<file path="config.mk">
export PLATFORM = sky130hd
export DESIGN_NAME = fetch_sequencer
export DESIGN_NICKNAME = d
export VERILOG_FILES = /design/src/rtl/fetch_sequencer.sv
export SDC_FILE = /design/constraint.sdc
export NUM_CORES = 1
export LEC_CHECK = 0
export ABC_CLOCK_PERIOD_IN_PS = 2400
export CAP_MARGIN = 20
export CORE_UTILIZATION = 29
export CTS_BUF_LIST = sky130_fd_sc_hd__clkbuf_16
export DETAILED_ROUTE_END_ITERATION = 16
export GPL_ROUTABILITY_DRIVEN = 0
export HOLD_SLACK_MARGIN = 0.08
export PLACE_DENSITY = 0.52
export RECOVER_POWER = 50
export SYNTH_ARGS = -nofsm -noshare
export SYNTH_HDL_FRONTEND = slang
export SYNTH_SLANG_ARGS = --single-unit
</file>
<file path="constraint.sdc">
create_clock -name clk -period 2.4 [get_ports clk]
set_input_delay 0.6 -clock clk [delete_from_list [all_inputs] [get_ports clk]]
set_output_delay 0.6 -clock clk [all_outputs]
set_load 0.01 [all_outputs]
</file>
<file path="src/rtl/fetch_sequencer.sv">
// -----------------------------------------------------------------------------
// fetch_sequencer
//
// Owns the program counter and drives the read address of a combinational
// instruction memory. Each fetched word goes into an output register that
// decode drains through a valid/ready handshake. The sequencer supports:
//   - sequential fetch at one instruction per cycle while decode accepts
//   - hold of the PC and the output register under back-pressure
//   - redirect: loads a word-aligned target and flushes the output register
//   - halt: stops fetching when the halt opcode is loaded
//
// Ports:
//   clk            system clock, rising edge
//   reset          asynchronous, active-low reset
//   start          one-cycle pulse; leaves IDLE and begins fetching at RESET_PC
//   imem_ra        instruction memory read address (this is the registered PC)
//   imem_rd        instruction memory read data, valid in the same cycle
//   out_valid      out_instr / out_pc hold an instruction for decode
//   out_ready      decode accepts the presented instruction
//   out_instr      fetched instruction
//   out_pc         byte address of out_instr
//   redirect_valid load redirect_pc and flush (ignored in IDLE)
//   redirect_pc    redirect target; the low two bits are forced to zero
//   halted         sequencer is in HALT
//   fetch_count    number of loads into the output register, saturating
// -----------------------------------------------------------------------------
module fetch_sequencer #(
   parameter int unsigned              ADDR_W     = 9,
   parameter int unsigned              DATA_W     = 32,
   parameter logic [ADDR_W-1:0]        RESET_PC   = '0,
   parameter logic [DATA_W-1:0]        HALT_INSTR = 32'h0000_0073
) (
   input  logic              clk,
   input  logic              reset,
   input  logic              start,
   output logic [ADDR_W-1:0] imem_ra,
   input  logic [DATA_W-1:0] imem_rd,
   output logic              out_valid,
   input  logic              out_ready,
   output logic [DATA_W-1:0] out_instr,
   output logic [ADDR_W-1:0] out_pc,
   input  logic              redirect_valid,
   input  logic [ADDR_W-1:0] redirect_pc,
   output logic              halted,
   output logic [15:0]       fetch_count
);

   typedef enum logic [1:0] {
      ST_IDLE = 2'd0,
      ST_RUN  = 2'd1,
      ST_HALT = 2'd2
   } state_t;

   localparam logic [ADDR_W-1:0] PC_STEP    = ADDR_W'(4);
   localparam logic [ADDR_W-1:0] ALIGN_MASK = ~ADDR_W'(3);
   localparam logic [15:0]       COUNT_MAX  = 16'hFFFF;

   // Registered state
   state_t              state;
   logic [ADDR_W-1:0]   pc;

   // Next-state values
   state_t              state_nxt;
   logic [ADDR_W-1:0]   pc_nxt;
   logic                out_valid_nxt;
   logic [DATA_W-1:0]   out_instr_nxt;
   logic [ADDR_W-1:0]   out_pc_nxt;
   logic                halted_nxt;
   logic [15:0]         fetch_count_nxt;

   // Helper terms
   logic [ADDR_W-1:0]   redirect_aligned;
   logic                load_slot;
   logic                is_halt_word;

   // Masking (rather than slicing) keeps every redirect_pc bit in use
   assign redirect_aligned = redirect_pc & ALIGN_MASK;

   // The output register can take a new word when it is empty or being drained
   assign load_slot    = !out_valid || out_ready;
   assign is_halt_word = (imem_rd == HALT_INSTR);

   // The memory is addressed straight from the PC register
   assign imem_ra = pc;

   // ---------------------------------------------------------------------------
   // State register
   // ---------------------------------------------------------------------------
   always_ff @(posedge clk or negedge reset) begin
      if (!reset) begin
         state       <= ST_IDLE;
         pc          <= RESET_PC;
         out_valid   <= 1'b0;
         out_instr   <= '0;
         out_pc      <= '0;
         halted      <= 1'b0;
         fetch_count <= '0;
      end else begin
         state       <= state_nxt;
         pc          <= pc_nxt;
         out_valid   <= out_valid_nxt;
         out_instr   <= out_instr_nxt;
         out_pc      <= out_pc_nxt;
         halted      <= halted_nxt;
         fetch_count <= fetch_count_nxt;
      end
   end

   // ---------------------------------------------------------------------------
   // Next-state and datapath logic
   // ---------------------------------------------------------------------------
   always_comb begin
      state_nxt       = state;
      pc_nxt          = pc;
      out_valid_nxt   = out_valid;
      out_instr_nxt   = out_instr;
      out_pc_nxt      = out_pc;
      halted_nxt      = halted;
      fetch_count_nxt = fetch_count;

      unique case (state)
         ST_IDLE: begin
            // Redirects are ignored here; only start leaves IDLE
            if (start) begin
               state_nxt = ST_RUN;
               pc_nxt    = RESET_PC;
            end
         end

         ST_RUN: begin
            if (redirect_valid) begin
               // Flush wins even when decode accepts in this same cycle;
               // that word was consumed, so nothing is replayed.
               pc_nxt        = redirect_aligned;
               out_valid_nxt = 1'b0;
            end else if (load_slot) begin
               out_instr_nxt = imem_rd;
               out_pc_nxt    = pc;
               out_valid_nxt = 1'b1;
               if (fetch_count != COUNT_MAX) begin
                  fetch_count_nxt = fetch_count + 16'd1;
               end
               if (is_halt_word) begin
                  // PC stays on the halt word
                  state_nxt  = ST_HALT;
                  halted_nxt = 1'b1;
               end else begin
                  pc_nxt = pc + PC_STEP;
               end
            end
            // Otherwise back-pressured: everything holds
         end

         ST_HALT: begin
            if (redirect_valid) begin
               pc_nxt        = redirect_aligned;
               out_valid_nxt = 1'b0;
               halted_nxt    = 1'b0;
               state_nxt     = ST_RUN;
            end else if (out_valid && out_ready) begin
               out_valid_nxt = 1'b0;
            end
         end

         default: begin
            state_nxt = ST_IDLE;
         end
      endcase
   end

endmodule

</file>
Word-level counts from Yosys, hierarchy flattened
Cells that the tools add are included.
{"block": "word_totals", "reg_bits": 70, "input_bits": 46, "out_inout_bits": 68}
{"block": "classes", "add_sub_neg": 2, "eq_ne": 12, "n_mux": 22, "bitwise": 1, "reduce_logical": 12}
{"cell": "9-bit two-way mux", "n": 5}
{"cell": "32-bit by 7-bit equality test with 1-bit output, second input constant", "n": 1}
{"cell": "9-bit case mux with 3 select lines", "n": 1}
{"cell": "16-bit by 1-bit adder with 16-bit output, second input constant", "n": 1}
{"cell": "16-bit inequality test, second input constant", "n": 1}
{"cell": "5-bit AND reduction", "n": 3}
{"cell": "2-bit two-way mux", "n": 5}
{"cell": "2-bit inequality test, second input constant", "n": 5}
{"cell": "9-bit by 3-bit adder with 9-bit output, second input constant", "n": 1}
{"cell": "3-bit inequality test, second input constant", "n": 3}
{"cell": "1-bit two-way mux", "n": 8}
{"cell": "2-bit case mux with 3 select lines", "n": 1}
{"cell": "3-bit AND reduction", "n": 2}
{"cell": "1-bit case mux with 2 select lines", "n": 2}
{"cell": "4-bit AND reduction", "n": 1}
{"cell": "3-bit nonzero test", "n": 1}
{"cell": "2-bit by 1-bit equality test with 1-bit output, second input constant", "n": 1}
{"cell": "2-bit equality test, second input constant", "n": 1}
{"cell": "2-bit logical NOT", "n": 1}
{"cell": "2-bit nonzero test", "n": 1}
{"cell": "1-bit logical AND", "n": 1}
{"cell": "1-bit logical NOT", "n": 1}
{"cell": "1-bit logical OR", "n": 1}
{"cell": "1-bit inverter", "n": 1}

Depth between registers and ports, before layout
Gate-level depths: netlist of the first run.
{"block": "logic_depth", "word_depth": 5, "mapped_depth": 8}

Least setup slack after synthesis of the first run
Ideal clock, no wire load.
{"block": "synth_path", "path_type": "reg2reg", "from": "register state[1]", "to": "register fetch_count[11]", "arrival_time_ns": 1.718, "required_time_ns": 2.273, "setup_slack_ns": 0.556, "stages_incl_launch_ff": 9, "n_path_buf": 1, "cell_sequence": "dfrtp_1 -> inv_1 -> ha_1 -> nor2b_1 -> buf_4 -> nand2_4 -> nor4_4 -> nand2_1 -> xnor2_1"}
{"block": "synth_via", "elab_chain_len": 2}
{"item": "start: declaration", "line_no": "59", "rtl": "state_t state;"}
{"item": "start signal: assignment", "line_no": "99", "rtl": "state <= state_nxt;"}
{"item": "2-bit by 1-bit equality test with 1-bit output", "line_no": "121", "rtl": "unique case (state)"}
{"item": "4-bit AND reduction (no source line)"}
{"item": "end signal: assignment", "line_no": "105", "rtl": "fetch_count <= fetch_count_nxt;"}
{"item": "end: declaration", "line_no": "45", "rtl": "output logic [15:0] fetch_count"}
Every way passes these cells.
A chain may end at the register's enable or synchronous reset.

Worst setup path in the final report of the first run
{"block": "layout_path", "from": "input port imem_rd[9]", "to": "register pc[3] (netlist: imem_ra[3])"}
{"block": "layout_via", "elab_chain_len": 3}
{"item": "start: declaration", "line_no": "37", "rtl": "input logic [DATA_W-1:0] imem_rd,"}
{"item": "32-bit by 7-bit equality test with 1-bit output", "line_no": "81", "rtl": "assign is_halt_word = (imem_rd == HALT_INSTR);"}
{"item": "3-bit inequality test (no source line)"}
{"item": "5-bit AND reduction (no source line)"}
{"item": "end signal: assignment", "line_no": "100", "rtl": "pc <= pc_nxt;"}
{"item": "end: declaration", "line_no": "60", "rtl": "logic [ADDR_W-1:0] pc;"}
Every way passes these cells.

==> results of run 1 <==
[power by group through the flow]
stage,Clock [W],Combinational [W],Sequential (W)
after floorplan,0,0.000286,0.00153
after global placement,0,0.000912,0.00147
after detailed placement,0,0.000920,0.00147
after CTS,0.00120,0.000927,0.00145
after global routing,0.00125,0.000944,0.00147
final,0.00116,0.000872,0.00144
[cell families after synthesis]
group | count (synthesis) | synth area share (%)
mux | 42 | 15.5
simple gates | 70 | 13.8
compound gates | 25 | 6.32
fa+ha+maj | 6 | 2.46
xor+xnor | 17 | 4.88
other cells | 1 | 0.123
flops | 66 | 54.2
buf+inv | 16 | 2.75
[layout make-up]
class / count / area share, %
Sequential cell: 66 / 35.6
Multi-Input combinational cell: 164 / 28.8
Timing Repair Buffer: 125 / 25.8
Clock buffer: 9 / 4.86
Tap cell: 136 / 3.67
Clock inverter: 7 / 0.810
Inverter: 6 / 0.486
[worst register-to-register path, delay by kind of cell, from the launching register on]
kind          cells  cell delay [ns]
buf+inv           2             0.28
simple gates      4             0.82
xor+xnor          1             0.14
fa+ha+maj         1             0.33
flops             1             0.41
[per-stage QoR]
| step | TNS [ns] | hold slack (ns) | total power (W) |
|---|---|---|---|
| after floorplan | 0 | 0.304 | 0.00182 |
| after global placement | -1.30 | 0.467 | 0.00238 |
| after detailed placement | -1.86 | 0.476 | 0.00239 |
| after CTS | 0 | 0.308 | 0.00358 |
| after global routing | -0.00394 | 0.508 | 0.00366 |
| final | 0 | 0.475 | 0.00347 |
[cells in the final DEF (no fill, tap or decap), types with 2 or more instances in the layout]
cell,instances
clkdlybuf4s50_1,75
dfrtp_1,66
mux2_2,41
dlygate4sd3_1,31
nand2_1,18
buf_4,16
xnor2_1,14
clkbuf_16,9
nor2b_1,8
nand3_1,8
inv_1,7
nor4_1,7
nand4_1,6
ha_1,6
o21ai_0,5
nand2b_1,4
o311a_1,4
and4_1,4
conb_1,4
and3_1,3
a31o_2,3
a22oi_1,3
xor2_1,3
clkinv_2,3
nor2_1,2
o31ai_1,2
nand3_2,2
nor3_1,2
clkinvlp_4,2
[state kept, by name, summed over array words and instances (netlist names)]
name / count
out_instr: 32
fetch_count: 16
imem_ra: 7
out_pc: 7
state: 2
halted: 1
out_valid: 1
[layer usage]
| metal | up-vias | part of all wire (%) | wire (um) | GRT usage, % |
|---|---|---|---|---|
| met5 | - | 0 | 0 | 0 |
| met4 | 0 | 1.0 | 79 | 4.29 |
| met3 | 7 | 6.1 | 465 | 4.80 |
| met2 | 79 | 46 | 3510 | 22.9 |
| met1 | 1141 | 47 | 3570 | 18.5 |
| li1 | 1130 | - | - | - |
[how the worst max path moves through the flow]
stage / to / slack [ns]
2_1_floorplan: fetch_count[11]$_DFFE_PN0P_ / 0.56
3_3_place_gp: state[1]$_DFFE_PN0P_ / -0.17
3_5_place_dp: state[1]$_DFFE_PN0P_ / -0.27
4_1_cts: state[1]$_DFFE_PN0P_ / 0.06
5_1_grt: imem_ra[3]$_DFFE_PN0P_ / -0.004
6_report: imem_ra[3]$_DFFE_PN0P_ / 0.15
[timing repair]
| item | in CTS | in global routing |
|---|---|---|
| resized for setup | 0 | 1 |
| setup buffers | 0 | 0 |
| setup endpoints to repair | 0 | 2 |
==> summary.md, run 1 <==
| Metric | Value |
|---|---|
| CP endpoint kind | flip-flop |
| Worst EP required | 2.60 ns |
| Post-Syn Area | 3050 um2 |
| Capturing point of the worst reg2reg path | fetch_count[11]$_DFFE_PN0P_ |
| Global route total overflow | 0 |
| Worst path max stage delay | 0.43 ns |
| Min Tclk post-route | 2.25 ns |
| Max FO, Critical Path | 7 |
| Area growth syn-to-layout | 52.0% |
| Critical path depth | 7 |
| Synthesized flop and latch total | 66 |
| Leak | 2.00 nW |
| Sequential share of the synthesized area | 54.2% |
| Worst-path clk slew | 0.05 ns |
| List of most frequent post-synthesis cells | dfrtp_1, mux2_2, nand2_1 |
| Yosys top cell by area | dfrtp_1 |
| Synth area leaders | dfrtp_1, mux2_2, xnor2_1 |
| First-pass GRT wire length | 12400 um |
| Bufs and invs on worst path | 2 |
| Final period util | 94.0% |
| Width of the die | 105 um |
| Fin util | 45.1% |
| CTS tree | done |
| Slew Limit Fails | 67 |
| Count of final hold-check violations | 0 |
| Peak supply drop | 0.394 mV |
| PD cells | 749 nW/um2 |
| Die height | 105 um |
| CP max stage cell | clkdlybuf4s50_1 |
| Core Area | 10300 um2 |
| Cell area after layout | 4630 um2 |
| Cells after Synth | 243 |
| Tightest Pin Transition | 1.66 ns |
| Worst setup SP type | input port |
| Hold Crit Depth | 2 |
| Detailed placer's ending HPWL | 5510 um |
| Clock sink count | 66 |
| Setup-failing EPs final | 0 |
| DRC | 0 |
| Ordered list of cells on the worst path | clkdlybuf4s50_1, nor4_1, buf_4, nand4_1, nor2_1, o21ai_2, mux2_2 |
| Outcome | finished, violations left |
| Io pins | 114 |
| Cells on worst reg2reg path | 8 |
| Max-slew headroom | -10.6% |
| Most used flip-flop cell after synthesis | dfrtp_1 |
| Final nets | 424 |
| Syn. warnings | 0 |
| Vias | 2357 |
| CP Launch Point | imem_rd[9] |
| Share of the synthesized area in the top cell type | 54.2% |
| Area after DPL | 4380 um2 |
| Post-Syn Area per Cell | 12.5 um2 |
| Sequential power share | 41.6% |
| Starting Density | 29.7% |
| Slack of the critical path | 0.145 ns |
| WS Path Type | input port to flip-flop |
| CP delay by family, top | simple AND/OR/NAND/NOR gates |
| Root Buffer | clkbuf_16 |
| Ant diodes | 0 |
| CTS buffer count | 9 |
| Number of global-route vias before repair | 2458 |
| Maximum root-to-sink buffer count | 2 |
| Area of the multi-input gates | 1330 um2 |
| Clock Skews | 0.00899 ns |
| Die Footprint | 10900 um2 |
| Pre-CTS setup slack | -0.274 ns |
| CTS hold repair buffers | 0 |
| Post-DRT Antenna Nets | 0 |
| Via density | 4.59 |
| Library cells used by synthesis | 41 |
| Tot GR Track Use | 14.4% |
| Worst-Skew Late Latency | 0.32 ns |
| Failing checks | capacitance limit, slew limit |
| Hold Startpoint | out_pc[4]$_DFFE_PN0P_ |
| Comb pwr share | 25.1% |
| EDFF count, synth | 0 |
| HP Class | flip-flop to flip-flop |
| Non-filler cells, final | 513 |
| Worst path arrival time | 2.46 ns |
| Power Internal | 0.00250 W |
| Reg-to-Reg Start | state[1]$_DFFE_PN0P_ |
| Rows | 37 |
| Initial drt markers | 74 |
| Port buffer count | 107 |
| Hold Path End | out_pc[4]$_DFFE_PN0P_ |
| Leading cell type by number of instances after synthesis | dfrtp_1 |
| FF/Latch Area | 1650 um2 |
| Post-synth ARST share | 100% |
| Per-cell routed wire length | 14.9 um |
| Top achievable clock speed | 0.443 GHz |
| DR pass1 iterations | 4 |
| R2R setup slack | 0.30 ns |
| Placed Cells | 497 |
| Clock Power Share | 33.3% |
| Share of cells above drive strength 1 | 22.0% |
| Pin count of the biggest net entering global routing | 67 |
| Routed Wire Length | 7620 um |
| # fillers | 985 |
| Max-Cap Viols | 1 |
| Net Sw Power | 0.000967 W |
| # H-tree levels | 3 |
| Switching share of total power | 27.8% |
| Initial antenna violation count | 0 |
Power figures use the tool's default switching activity.
==> run 2, diff against run 1 <==
--- a/config.mk
+++ b/config.mk
@@ -9,9 +9,11 @@
 export CAP_MARGIN = 20
 export CORE_UTILIZATION = 29
 export CTS_BUF_LIST = sky130_fd_sc_hd__clkbuf_16
+export CTS_CLUSTER_SIZE = 40
 export DETAILED_ROUTE_END_ITERATION = 16
 export GPL_ROUTABILITY_DRIVEN = 0
 export HOLD_SLACK_MARGIN = 0.08
+export MAX_ROUTING_LAYER = met4
 export PLACE_DENSITY = 0.52
 export RECOVER_POWER = 50
 export SYNTH_ARGS = -nofsm -noshare
==> summary.md, run 2 (synthesis results as in run 1) <==
| Metric | Value |
|---|---|
| FF/Latch Area | 1650 um2 |
| HP Class | flip-flop to flip-flop |
| Max FFs per register | 32 |
| CTS tree | done |
| Worst EP required | 2.60 ns |
| Tightest Pin Transition | 1.66 ns |
| PD cells | 749 nW/um2 |
| DRC | 0 |
| Post-CTS Setup Inserts | 0 |
| Area growth syn-to-layout | 52.0% |
| # H-tree levels | 3 |
| Share of cells above drive strength 1 | 22.0% |
| Maximum root-to-sink buffer count | 2 |
| Io pins | 114 |
| Cell area after layout | 4630 um2 |
| Hold Crit Depth | 2 |
| Failing checks | capacitance limit, slew limit |
| Routed Wire Length | 7620 um |
| Most frequent cells in the layout | clkdlybuf4s50_1, dfrtp_1, mux2_2, dlygate4sd3_1, nand2_1 |
| Initial drt markers | 93 |
| Slew Limit Fails | 67 |
| Final nets | 424 |
| Worst path arrival time | 2.46 ns |
| Most flops, register | out_instr |
| Worst-Skew Late Latency | 0.32 ns |
| Starting Density | 29.7% |
| Tot GR Track Use | 14.9% |
| # fillers | 985 |
| Max FO, Critical Path | 7 |
| Hold Path End | out_pc[4]$_DFFE_PN0P_ |
| Biggest regs | out_instr (32), fetch_count (16) |
| Global route total overflow | 0 |
| Number of global-route vias before repair | 2456 |
| CP endpoint kind | flip-flop |
| CP Launch Point | imem_rd[9] |
| Setup-failing EPs final | 0 |
| Width of the die | 105 um |
| Commonest non-fill, non-tap cell in the layout | clkdlybuf4s50_1 |
| Reg-to-Reg Start | state[1]$_DFFE_PN0P_ |
| Worst-path clk slew | 0.05 ns |
| Max-slew headroom | -10.7% |
| Initial antenna violation count | 0 |
| Via density | 4.62 |
| Hold Startpoint | out_pc[4]$_DFFE_PN0P_ |
| DR pass1 iterations | 4 |
| Clock Skews | 0.00893 ns |
| Min Tclk post-route | 2.26 ns |
| Vias | 2369 |
| Area after DPL | 4380 um2 |
| R2R setup slack | 0.30 ns |
| Max-Cap Viols | 1 |
| Clock sink count | 66 |
| Rows | 37 |
| Capturing point of the worst reg2reg path | fetch_count[11]$_DFFE_PN0P_ |
| First-pass GRT wire length | 12400 um |
| Peak supply drop | 0.393 mV |
| Die Footprint | 10900 um2 |
| WS Path Type | input port to flip-flop |
| Worst setup SP type | input port |
| Setup TNS | 0 ns |
| Fin util | 45.1% |
| Outcome | finished, violations left |
| CTS buffer count | 9 |
| Pin count of the biggest net entering global routing | 67 |
| Core Area | 10300 um2 |
| Detailed placer's ending HPWL | 5510 um |
| Cells on worst reg2reg path | 8 |
| Per-cell routed wire length | 14.9 um |
| Die height | 105 um |
| Top achievable clock speed | 0.443 GHz |
| Ant diodes | 0 |
| Leak | 2.00 nW |
| Root Buffer | clkbuf_16 |
| Count of final hold-check violations | 0 |
| Port buffer count | 107 |
| Final period util | 94.0% |
| Area of the multi-input gates | 1330 um2 |
| Post-DRT Antenna Nets | 0 |
==> run 2: worst max path at each step <==
stage	to	cells after the start	slack, ns
floorplan	fetch_count[11]$_DFFE_PN0P_	8	0.56
global placement	state[1]$_DFFE_PN0P_	7	-0.17
detailed placement	state[1]$_DFFE_PN0P_	7	-0.27
CTS	state[1]$_DFFE_PN0P_	7	0.06
global route	imem_ra[3]$_DFFE_PN0P_	7	-0.004
finish	imem_ra[3]$_DFFE_PN0P_	7	0.14
==> run 2: critical path, stage by stage <==
cell             delay [ns]
clkdlybuf4s50_1        0.43
nor4_1                 0.40
buf_4                  0.17
nand4_1                0.15
nor2_1                 0.22
o21ai_2                0.17
mux2_2                 0.31
==> run 2: power by group <==
part	internal, W	switching, W	leakage [nW]
registers	0.00130	0.000146	0.807
clock network	0.000685	0.000472	0.130
logic	0.000523	0.000348	1.06
total	0.00250	0.000966	2.00
==> run 2: per-stage QoR <==
stage	std cells	worst slack [ns]	total power (W)	hold slack [ns]
after floorplan	246	0.556	0.00182	0.304
after global placement	497	-0.171	0.00238	0.467
after detailed placement	497	-0.274	0.00239	0.476
after CTS	513	0.0569	0.00358	0.308
after global routing	513	-0.00392	0.00366	0.508
final	513	0.145	0.00347	0.475
==> run 2: cell type report <==
cell class                      instances  share of cell area [%]
Clock buffer                            9                    4.86
Clock inverter                          7                   0.810
Inverter                                6                   0.486
Multi-Input combinational cell        164                    28.8
Sequential cell                        66                    35.6
Tap cell                              136                    3.67
Timing Repair Buffer                  125                    25.8
==> run 2: per-layer routing <==
layer,share of wire (%),track usage [%],vias up
met4,1.0,4.29,0
met2,46,22.8,87
met5,0,-,-
met3,5.1,3.99,7
li1,-,-,1129
met1,48,19.2,1146
==> run 2: timing repair <==
| action | CTS | global route |
|---|---|---|
| gates resized for setup | 0 | 1 |
| setup endpoints to repair | 0 | 2 |
| hold endpoints to repair | 0 | 0 |
| hold buffers | 0 | 0 |
==> run 3, diff against run 2 <==
--- a/config.mk
+++ b/config.mk
@@ -6,7 +6,8 @@
 export NUM_CORES = 1
 export LEC_CHECK = 0
 export ABC_CLOCK_PERIOD_IN_PS = 2400
-export CAP_MARGIN = 20
+export CELL_PAD_IN_SITES_DETAIL_PLACEMENT = 0
+export CELL_PAD_IN_SITES_GLOBAL_PLACEMENT = 1
 export CORE_UTILIZATION = 29
 export CTS_BUF_LIST = sky130_fd_sc_hd__clkbuf_16
 export CTS_CLUSTER_SIZE = 40
@@ -14,7 +15,7 @@
 export GPL_ROUTABILITY_DRIVEN = 0
 export HOLD_SLACK_MARGIN = 0.08
 export MAX_ROUTING_LAYER = met4
-export PLACE_DENSITY = 0.52
+export PLACE_DENSITY = 0.66
 export RECOVER_POWER = 50
 export SYNTH_ARGS = -nofsm -noshare
 export SYNTH_HDL_FRONTEND = slang
==> summary.md, run 3 (synthesis results as in run 1) <==
| Metric | Value |
|---|---|
| Outcome | finished, violations left |
| Failing checks | capacitance limit, slew limit |
| Width of the die | 105 um |
| Most frequent cells in the layout | clkdlybuf4s50_1, dfrtp_1, mux2_2, dlygate4sd3_1, nand2_1 |
| Worst path max stage delay | 0.45 ns |
| Cell area after layout | 4670 um2 |
| Top achievable clock speed | 0.442 GHz |
| Placed Cells | 497 |
| FF/Latch Area | 1650 um2 |
| Max-slew headroom | -11.2% |
| # H-tree levels | 3 |
| Initial antenna violation count | 0 |
| Min Tclk post-route | 2.26 ns |
| Tightest Pin Transition | 1.67 ns |
| Biggest regs | out_instr (32), fetch_count (16) |
| Pin count of the biggest net entering global routing | 67 |
| CTS tree | done |
| Leak | 2.01 nW |
| Maximum root-to-sink buffer count | 2 |
| DRC | 0 |
| Slew Limit Fails | 67 |
| Final nets | 424 |
| Port buffer count | 107 |
| CTS buffer count | 9 |
| Rows | 37 |
| Per-cell routed wire length | 15.1 um |
| CP Launch Point | imem_rd[17] |
| Worst setup SP type | input port |
| PD cells | 783 nW/um2 |
| Clock Skews | 0.00988 ns |
| First-pass GRT wire length | 13000 um |
| RSZ-0062 raised after global routing | false |
| Reg-to-Reg Start | state[1]$_DFFE_PN0P_ |
| Capturing point of the worst reg2reg path | fetch_count[5]$_DFFE_PN0P_ |
| # fillers | 969 |
| Max-Cap Viols | 1 |
| Worst-Skew Late Latency | 0.32 ns |
| Commonest non-fill, non-tap cell in the layout | clkdlybuf4s50_1 |
| Max FFs per register | 32 |
| Final period util | 94.3% |
| Initial drt markers | 64 |
| WS Path Type | input port to flip-flop |
| Post-CTS Setup Inserts | 0 |
| R2R setup slack | 0.30 ns |
| Detailed placer's ending HPWL | 5650 um |
| Worst-path clk slew | 0.05 ns |
| Global route total overflow | 0 |
| Share of cells above drive strength 1 | 21.3% |
| Area of the multi-input gates | 1330 um2 |
| Worst EP required | 2.60 ns |
| Cells on worst reg2reg path | 8 |
| CP max stage cell | clkdlybuf4s50_1 |
| Setup TNS | 0 ns |
| Post-DRT Antenna Nets | 0 |
| Number of global-route vias before repair | 2509 |
| Setup-failing EPs final | 0 |
| CP endpoint kind | flip-flop |
| Starting Density | 29.7% |
| Hold Path End | out_pc[2]$_DFFE_PN0P_ |
| DR pass1 iterations | 4 |
| Most flops, register | out_instr |
| Clock sink count | 66 |
| Io pins | 114 |
| Max FO, Critical Path | 7 |
| Total Power | 0.00365 W |
| Fin util | 45.4% |
| Die Footprint | 10900 um2 |
| Area growth syn-to-layout | 53.1% |
| Ant diodes | 0 |
| Hold Crit Depth | 2 |
| CTS hold repair buffers | 0 |
| Routed Wire Length | 7740 um |
| Die height | 105 um |
| Count of final hold-check violations | 0 |
| Area after DPL | 4380 um2 |
| Peak supply drop | 0.386 mV |
| Root Buffer | clkbuf_16 |
| CTS resizes | 0 |
| HP Class | flip-flop to flip-flop |
| Vias | 2425 |
| Non-filler cells, final | 511 |
| Hold Startpoint | out_pc[2]$_DFFE_PN0P_ |
| Ordered list of cells on the worst path | clkdlybuf4s50_1, nor4_1, buf_4, nand4_1, nor2_1, o21ai_2, mux2_2 |
| Core Area | 10300 um2 |
| Tot GR Track Use | 15.6% |
| Worst path arrival time | 2.47 ns |
| Via density | 4.75 |
[run 3: changes by cell type in the layout (fill, tap and decap cells not counted)]
cell | previous run | this run
inv_1 | 7 | 6
clkinv_1 | 1 | 3
bufinv_16 | 0 | 2
clkinvlp_4 | 2 | 0
clkinv_2 | 3 | 0
[run 3: area by class of cell]
| cell class | count | area share, % |
|---|---|---|
| timing repair buffer | 125 | 25.6 |
| multi-input combinational | 164 | 28.5 |
| clock buffer | 9 | 4.82 |
| tap | 136 | 3.65 |
| clock inverter | 5 | 1.53 |
| inverter | 6 | 0.482 |
| sequential | 66 | 35.4 |
[run 3: where the power goes]
part	total (W)	switching (W)	internal (W)
Clock	0.00134	0.000454	0.000886
Combinational	0.000872	0.000350	0.000522
Sequential	0.00144	0.000146	0.00130
[run 3: critical path, delay by kind of cell]
kind                   cells  cell delay, ns
AOI/OAI and AO/OA          1            0.17
muxes                      1            0.30
and+or+nand+nor            3            0.76
buffers and inverters      2            0.63
[run 3: per-layer routing]
metal | up-vias | routed length [um] | global-route usage (%)
met1 | 1198 | 3620 | 21.3
met4 | 0 | 114 | 5.00
met2 | 81 | 3600 | 22.7
met5 | - | 0 | -
li1 | 1135 | - | -
met3 | 11 | 405 | 3.81
[run 3: worst max path at each step]
stage / slack (ns) / end
finish: 0.14 / imem_ra[3]$_DFFE_PN0P_
global route: 0.06 / state[1]$_DFFE_PN0P_
CTS: 0.07 / state[1]$_DFFE_PN0P_
detailed placement: -0.24 / state[0]$_DFFE_PN0P_
global placement: -0.18 / state[1]$_DFFE_PN0P_
floorplan: 0.56 / fetch_count[11]$_DFFE_PN0P_
[run 3: through the flow]
stage          worst slack, ns  hold WS, ns
6_report                 0.137        0.481
5_1_grt                 0.0641        0.520
4_1_cts                 0.0739        0.303
3_5_place_dp            -0.237        0.476
3_3_place_gp            -0.179        0.466
2_1_floorplan            0.556        0.304
